[config.mk]
export PLATFORM = sky130hd
export DESIGN_NAME = rf_multiport
export DESIGN_NICKNAME = d
export VERILOG_FILES = /design/src/rtl/rf_pkg.sv /design/src/rtl/rf_read_port.sv /design/src/rtl/rf_multiport.sv
export SDC_FILE = /design/constraint.sdc
export NUM_CORES = 2
export LEC_CHECK = 0
export CORE_ASPECT_RATIO = 2
export CORE_UTILIZATION = 45
export DETAILED_ROUTE_END_ITERATION = 6
export PLACE_DENSITY = 0.71
export SLEW_MARGIN = 20
export SYNTH_ARGS = -nofsm -noshare
export SYNTH_HDL_FRONTEND = slang
export SYNTH_SLANG_ARGS = --single-unit
export TNS_END_PERCENT = 1
[constraint.sdc]
create_clock -name CLK -period 2.7 [get_ports CLK]
set_clock_uncertainty 0.1 [all_clocks]
set_input_delay 0.81 -clock CLK [delete_from_list [all_inputs] [get_ports CLK]]
set_output_delay 0.81 -clock CLK [all_outputs]
set_load 0.02 [all_outputs]
[src/rtl/rf_pkg.sv]
// Shared types and constants for the multiport register file.
package rf_pkg;

    localparam int BYTE_W = 8;

    typedef enum logic {
        CLEAR,
        RUN
    } rf_state_e;

endpackage

[src/rtl/rf_read_port.sv]
// One registered read port: address mux, optional write-first forwarding, output register.
// Forwarding is compiled in only when RF_BYPASS_EN is defined; otherwise collisions read-first.
module rf_read_port
    import rf_pkg::*;
#(
    parameter int WSIZE    = 4,
    parameter int AWIDTH   = 5,
    parameter int ZERO_REG = 1
) (
    input  logic                      clk,
    input  logic                      rst_n,
    input  logic                      ready,
    input  logic [WSIZE*BYTE_W-1:0]   mem [2**AWIDTH],
    input  logic [AWIDTH-1:0]         addr,
`ifdef RF_BYPASS_EN
    input  logic [WSIZE-1:0]          wr_be,
    input  logic [AWIDTH-1:0]         wr_addr,
    input  logic [WSIZE*BYTE_W-1:0]   wr_data,
`endif
    output logic [WSIZE*BYTE_W-1:0]   dr
);

    logic [WSIZE*BYTE_W-1:0] rd_word;

    // wr_be arrives already masked for CLEAR state and for the zero register
    always_comb begin
        rd_word = mem[addr];
`ifdef RF_BYPASS_EN
        for (int i = 0; i < WSIZE; i++) begin
            if (wr_be[i] && (wr_addr == addr)) begin
                rd_word[i*BYTE_W +: BYTE_W] = wr_data[i*BYTE_W +: BYTE_W];
            end
        end
`endif
        if ((ZERO_REG != 0) && (addr == '0)) begin
            rd_word = '0;
        end
    end

    always_ff @(posedge clk) begin
        if (!rst_n || !ready) begin
            dr <= '0;
        end else begin
            dr <= rd_word;
        end
    end

endmodule

[src/rtl/rf_multiport.sv]
// Multiport register file: byte-enabled write port, NRD registered read ports, post-reset clear sweep.
// Define RF_BYPASS_EN for write-first forwarding on same-address collisions.
module rf_multiport
    import rf_pkg::*;
#(
    parameter int WSIZE    = 4,
    parameter int AWIDTH   = 5,
    parameter int NRD      = 2,
    parameter int ZERO_REG = 1
) (
    input  logic                        CLK,
    input  logic                        RST_N,
    input  logic [WSIZE-1:0]            WE,
    input  logic [AWIDTH-1:0]           AW,
    input  logic [WSIZE*BYTE_W-1:0]     DW,
    input  logic [NRD*AWIDTH-1:0]       AR,
    output logic [NRD*WSIZE*BYTE_W-1:0] DR,
    output logic                        READY
);

    localparam int DEPTH = 2**AWIDTH;
    localparam int W     = WSIZE*BYTE_W;

    rf_state_e         state, state_nxt;
    logic [AWIDTH-1:0] cnt, cnt_nxt;
    logic [WSIZE-1:0]  wr_be;
    logic [W-1:0]      mem [DEPTH];

    always_ff @(posedge CLK) begin
        if (!RST_N) begin
            state <= CLEAR;
            cnt   <= '0;
        end else begin
            state <= state_nxt;
            cnt   <= cnt_nxt;
        end
    end

    always_comb begin
        state_nxt = state;
        cnt_nxt   = cnt;
        case (state)
            CLEAR: begin
                cnt_nxt = cnt + AWIDTH'(1);
                if (cnt == AWIDTH'(DEPTH-1)) begin
                    state_nxt = RUN;
                    cnt_nxt   = '0;
                end
            end
            RUN: begin
                state_nxt = RUN;
            end
            default: begin
                state_nxt = CLEAR;
                cnt_nxt   = '0;
            end
        endcase
    end

    assign READY = (state == RUN);

    // Effective byte enables: no writes outside RUN, during reset, or to the zero register
    assign wr_be = (RST_N && (state == RUN) && !((ZERO_REG != 0) && (AW == '0))) ? WE : '0;

    // Storage has no reset; the clear sweep defines its contents
    always_ff @(posedge CLK) begin
        if (RST_N && (state == CLEAR)) begin
            mem[cnt] <= '0;
        end else begin
            for (int i = 0; i < WSIZE; i++) begin
                if (wr_be[i]) begin
                    mem[AW][i*BYTE_W +: BYTE_W] <= DW[i*BYTE_W +: BYTE_W];
                end
            end
        end
    end

    for (genvar p = 0; p < NRD; p++) begin : g_rd
        rf_read_port #(
            .WSIZE    (WSIZE),
            .AWIDTH   (AWIDTH),
            .ZERO_REG (ZERO_REG)
        ) u_rd (
            .clk     (CLK),
            .rst_n   (RST_N),
            .ready   (READY),
            .mem     (mem),
            .addr    (AR[p*AWIDTH +: AWIDTH]),
`ifdef RF_BYPASS_EN
            .wr_be   (wr_be),
            .wr_addr (AW),
            .wr_data (DW),
`endif
            .dr      (DR[p*W +: W])
        );
    end

endmodule

# [Word-level counts from Yosys, hierarchy flattened]
# Index checks and enable logic that the tools add are counted.
[word_totals] ff_bits=1094 output_inout_bits=65 word_cells=97
[classes] add_sub_neg=1 n_lt_le_gt_ge=6 n_eq_ne=1 muxes=32 n_bitwise=7 reduce_logical=14
[ops] op="$mux 1024" n=8
[ops] op="$bwmux 1024" n=4
[ops] op="$and 1024x1024->1024" n=1
[ops] op="$not 1024->1024" n=1
[ops] op="$demux 32 s5" n=5
[ops] op="$bmux 32 s5" n=2
[ops] op="$mux 32" n=6
[ops] op="$ge 6x6->1 const B" n=4
[ops] op="$mux 24" n=1
[ops] op="$not 5->6" n=4
[ops] op="$mux 16" n=1
[ops] op="$logic_not 5->1" n=3
[ops] op="$lt 6x1->1 const B" n=2
[ops] op="$mux 8" n=1
[ops] op="$add 5x1->5 const B" n=1
[ops] op="$eq 5x5->1 const B" n=1
[ops] op="$logic_and 1x1->1" n=5
[ops] op="$mux 5" n=1
[ops] op="$mux 4" n=1
[ops] op="$reduce_or 2->1" n=2
[ops] op="$logic_not 1->1" n=3
[ops] op="$pmux 1 s2" n=1
[ops] op="$logic_or 1x1->1" n=1
[ops] op="$mux 1" n=1
[ops] op="$not 1->1" n=1

# [Depth between registers and ports, before layout]
[logic_depth] depth_word=17 mapped_depth=8

# [Hierarchy]
# Synthesis repeated with hierarchy kept, for this count alone.
[unflattened] hier_cells=4611 area_unflattened_um2=62582.5
[by_module_without_submodules] module="rf_multiport" n_inst=1 cells_each=2755 area_each_um2=43434.2 seq_area_each_um2=30869.6
[by_module_without_submodules] module="rf_read_port" n_inst=2 cells_each=928 area_each_um2=9574.2 seq_area_each_um2=640.6

# [Least setup slack after synthesis]
# Ideal clock, no wire load.
[synth_path] kind="input -> register" startpoint="in AW[4]" endpoint="reg mem[928] (netlist name), enable pin" t_arrival_ns=2.274 required_ns=2.225 slack_ns=-0.050 stages=5 path_buffers=2 cell_sequence="nor2_1 -> buf_2 -> nand2_1 -> clkbuf_1 -> a21oi_1"
[synth_via] elab_chain_cells=17
[synth_lines] element="from (decl)" line_no="rf_multiport.sv:14" text="input logic [AWIDTH-1:0] AW,"
[synth_lines] element="$not 5->6 (implied by the code)" line_no="rf_multiport.sv:72" text="mem[AW][i*BYTE_W +: BYTE_W] <= DW[i*BYTE_W +: BYTE_W];"
[synth_lines] element="$ge 6x6->1 (implied by the code) or $lt 6x1->1 (tied branches)" line_no="rf_multiport.sv:72"
[synth_lines] element="$logic_and 1x1->1 (implied by the code)" line_no="rf_multiport.sv:72"
[synth_lines] element="$mux 8 (implied by the code)" line_no="rf_multiport.sv:72"
[synth_lines] element="$demux 32 s5" line_no="rf_multiport.sv:72"
[synth_lines] element="$bwmux 1024" line_no="rf_multiport.sv:72"
[synth_lines] element="$mux 1024" line_no="rf_multiport.sv:71" text="if (wr_be[i]) begin"
[synth_lines] element="$mux 1024" line_no="rf_multiport.sv:67" text="if (RST_N && (state == CLEAR)) begin"
[synth_lines] element="$bwmux 1024" line_no="rf_multiport.sv:72"
[synth_lines] element="$mux 1024" line_no="rf_multiport.sv:71"
[synth_lines] element="$mux 1024" line_no="rf_multiport.sv:67"
[synth_lines] element="$bwmux 1024" line_no="rf_multiport.sv:72"
[synth_lines] element="$mux 1024" line_no="rf_multiport.sv:71"
[synth_lines] element="$mux 1024" line_no="rf_multiport.sv:67"
[synth_lines] element="$bwmux 1024" line_no="rf_multiport.sv:72"
[synth_lines] element="$mux 1024 (*)" line_no="rf_multiport.sv:71"
[synth_lines] element="$mux 1024 (*)" line_no="rf_multiport.sv:67"
[synth_lines] element="to (signal, indexed assignment)" line_no="rf_multiport.sv:72"
[synth_lines] element="to (decl)" line_no="rf_multiport.sv:27" text="logic [W-1:0] mem [DEPTH];"
# Every way passes the cells marked *; elsewhere a longest branch is shown, timed or not. The select of a mux whose other input is x is not followed.
# A chain may end at the register's enable or synchronous reset.

# [Final worst setup path]
[layout_path] startpoint="in AW[2]" endpoint="reg mem[572] (netlist name), enable pin"
[layout_via] elab_chain_cells=15
[layout_lines] element="$logic_not 5->1" line_no="rf_multiport.sv:63" text="assign wr_be = (RST_N && (state == RUN) && !((ZERO_REG != 0) && (AW == '0))) ? WE : '0;"
[layout_lines] element="$logic_not 1->1" line_no="rf_multiport.sv:63"
[layout_lines] element="$logic_and 1x1->1" line_no="rf_multiport.sv:63"
[layout_lines] element="$mux 4" line_no="rf_multiport.sv:63"
[layout_lines] element="$mux 1024" line_no="rf_multiport.sv:71"
[layout_lines] element="$mux 1024" line_no="rf_multiport.sv:67"
[layout_lines] element="$bwmux 1024" line_no="rf_multiport.sv:72"
[layout_lines] element="$mux 1024" line_no="rf_multiport.sv:71"
[layout_lines] element="$mux 1024" line_no="rf_multiport.sv:67"
[layout_lines] element="$bwmux 1024" line_no="rf_multiport.sv:72"
[layout_lines] element="$mux 1024" line_no="rf_multiport.sv:71"
[layout_lines] element="$mux 1024" line_no="rf_multiport.sv:67"
[layout_lines] element="$bwmux 1024" line_no="rf_multiport.sv:72"
[layout_lines] element="$mux 1024 (*)" line_no="rf_multiport.sv:71"
[layout_lines] element="$mux 1024 (*)" line_no="rf_multiport.sv:67"
# Marked as above.

==> metrics.md <==
| Metric | Value |
|---|---|
| CP peak stage delay | `680 ps` |
| WP data arrival | `2990 ps` |
| Row cnt | `190` |
| Data required, critical path | `about 3000 ps` |
| Yosys top cell area share | `50.3%` |
| Global-route wire length before repair | `331 mm` |
| Cell Count, Final, Fillers Out | `7742` |
| Final setup viols | `16` |
| Clock network fraction of total power | `37.5%` |
| Sink Count | `1094` |
| RSZ-0062 raised after global routing | `true` |
| NumNets Final | `5989` |
| Die X | `263 um` |
| CP cell instances | `clkdlybuf4s50_1 > buf_4 > and3b_2 > buf_4 > nand2_1 > a21oi_1` |
| Post-synthesis sequential area ratio | `52.6%` |
| Tmin final | `2720 ps` |
| CORE AREA | `0.134 sq mm` |
| Sw frac | `25.5%` |
| Commonest cells post-synth | `nand2_1 (1079), edfxtp_1 (1024), mux2i_1 (769)` |
| Switching power | `roughly 10 mW` |
| Reg area | `0.0322 sq mm` |
| Maximum fanout along the worst path | `8` |
| Placement Cell Area | `~0.070 sq mm` |
| DR vias | `50792` |
| Initial Utilization | `45.5%` |
| Tightest Pin Transition | `978 ps` |
| Die height | `523 um` |
| Pwr/cell area | `554 mW/mm^2` |
| CP Launch Type | `primary input` |
| Number of I/O pins | `about 120` |
| Cells after Synth | `~5600` |
| Critical Path Slowest Stage Cell | `a21oi_1` |
| Routed WL per cell | `29.3 um` |
| Filler Cell Count | `11238` |
| Tot Pwr | `40.6 mW` |
| Layout cells sized above 1 | `a little under a fifth` |
| Fmax | `367 MHz` |
| Worst Slack Setup Final | `-24.5 ps` |
| CP endpoint kind | `register` |
| Detailed Route Iter0 Violations | `6463` |
| Final HPWL DP | `169 mm` |
| Clock buffer count from CTS | `98` |
| Sequential power share | `between 40% and 50%` |
| Area of the mapped netlist | `0.0611 sq mm` |
| Number of flops mapped to enable cells by yosys | `1024` |
| Worst skew pair latency | `730 ps` |
| Net Count, Synth | `about 5700` |
| H-tree Lvls | `3` |
| Most frequent cell after synthesis | `nand2_1` |
| Post-Layout Inst Area | `roughly 0.073 sq mm` |
| Status | `complete, but fails checks` |
| Final period util | `101%` |
| Most used flip-flop cell after synthesis | `edfxtp_1` |
| Max-cap violations | `0` |
| Area Overhead vs Synth | `20.1%` |
| GRT Overall Usage | `32.5%` |
| Relative slew margins | `34.8%` |
| Multi-input gate area | `roughly 0.027 sq mm` |
| Distinct cells, synth | `39` |
| Pleak | `27.2 nW` |
| Ys async rst share | `0%` |
| Combinational power share | `between 10% and 20%` |
| Pint | `a little over 30 mW` |
| Failing checks | `setup timing` |
| Grt ovf | `0` |
| Post-CTS Hold Buffers | `0` |
| ANT nets after route | `0` |
| Final Slew Violations | `0` |
| Die footprint | `0.137 sq mm` |
| FF-to-FF setup slack | `390 ps` |
| CTS tree | `done` |
| I/O Buffers | `around 120` |
| Setup TNS | `-312 ps` |
| Placed Instances | `approximately 7600` |
| Clock-pin slew on the worst setup and hold paths | `70 ps` |
| Initial DRT Pass Iterations | `6` |
| Clock Path Buffers | `3` |
| Yosys reg bits | `1094` |
| Drt drc | `0` |
| Vias in the first global route | `just over 50000` |
| VDD IR max | `521 uV` |
| Largest net degree at the start of global routing | `41` |
| YS warnings | `0` |
| Vias per inst | `6.56` |
| Area contributors post-synth | `edfxtp_1 (50%), mux2i_1 (13%), nand2_1 (6.6%)` |
| Syn Area/Cell | `10.8 sq um` |
| Hold crit path type | `register to register` |
| Post-synth top area cell | `edfxtp_1` |
| Final WL | `227 mm` |
| Gpl congestion | `0.978` |
| Final Hold Viols | `0` |
| Worst setup path class | `primary input to register` |
| Initial antenna violation count | `12` |
| Most used cell, CP | `buf_4` |
| Clock tree root driver cell | `clkbuf_16` |
## power groups by stage
stage	registers, mW	logic, mW	clock network (mW)
CTS	20.1	5.16	15.3
finish	20.1	5.27	15.3
detailed placement	20.5	5.12	0
global route	20.2	5.53	15.9
global placement	20.4	5.00	0
floorplan	20.2	3.05	0
## cells in the final DEF (no fill, tap or decap), types with 6 or more instances in the layout
master           count
bufinv_16           13
and2_1              54
clkinv_1            12
nor2b_4              8
inv_1               12
clkbuf_1            12
o21ai_0            400
a22oi_1            320
clkinv_2            19
clkdlybuf4s50_1    104
mux4_2             128
mux2_2              64
o2bb2ai_1           48
nand3_1            192
a21boi_0             6
nand2_1           1079
nand2_2             15
mux2i_1            769
a21oi_1            145
buf_12             198
clkinv_4             8
clkbuf_16          105
a21oi_4             34
buf_4              432
dfxtp_1             69
edfxtp_1          1024
nor3b_1              6
clkbuf_8             7
a21oi_2             42
nand4_1             65
a22o_1              48
o21ai_1            498
## state kept, by name (all words and copies together) (netlist names)
signal and cells:
READY 1, g_rd.u_rd.dr 64, mem 1024, cnt 5
## layer usage
layer  global-route usage (%)  wire (um)  vias to the layer above
met5                        0        105                        -
met4                     22.5      17500                       16
met3                     5.78      19000                      930
met2                     56.8     114000                     3272
met1                     35.9      76800                    24808
li1                         -          -                    21766
## per-stage QoR
step	util [%]	worst slack, ps	hold WS [ps]
2_1_floorplan	-	-49.6	428
3_3_place_gp	52.0	-1140	450
3_5_place_dp	52.0	-1080	468
4_1_cts	54.6	-265	480
5_1_grt	54.7	-12.2	502
6_report	54.7	-24.5	478
## worst max-delay path, delay by kind of cell
family	cells	cell delay (ps)
buffers and inverters	3	950
AO/OA/AOI/OAI	1	680
AND/OR/NAND/NOR	2	550
## kinds of logic after synthesis
family,Yosys count,synth area share (%)
DFF,1094,52.6
and+or+nand+nor,1460,10.1
buffers and inverters,567,3.98
adders and majority gates,5,0.102
AOI/OAI and AO/OA,1552,14.7
muxes,961,18.5
## final timing paths
path	start	cells past startpoint	to
setup reg to reg	READY	8	mem[98]
hold / removal	mem[871]	2	mem[871]
hold reg to reg	mem[871]	2	mem[871]
setup / recovery	AW[2]	6	mem[572]
## cell type report
class / count / share of cell area [%]
sequential: 1094 / 43.8
multi-input combinational: 3978 / 37.1
timing repair buffer: 747 / 11.4
clock buffer: 124 / 3.77
tap: 1728 / 2.94
clock inverter: 58 / 0.883
inverter: 12 / 0.0614
antenna: 1 / 0.00341
## timing repair
action	in CTS	in global routing
setup buffers	0	0
setup endpoints to repair	198	246
resized for setup	24	32
Note: power is estimated with default switching activity, not from simulation.
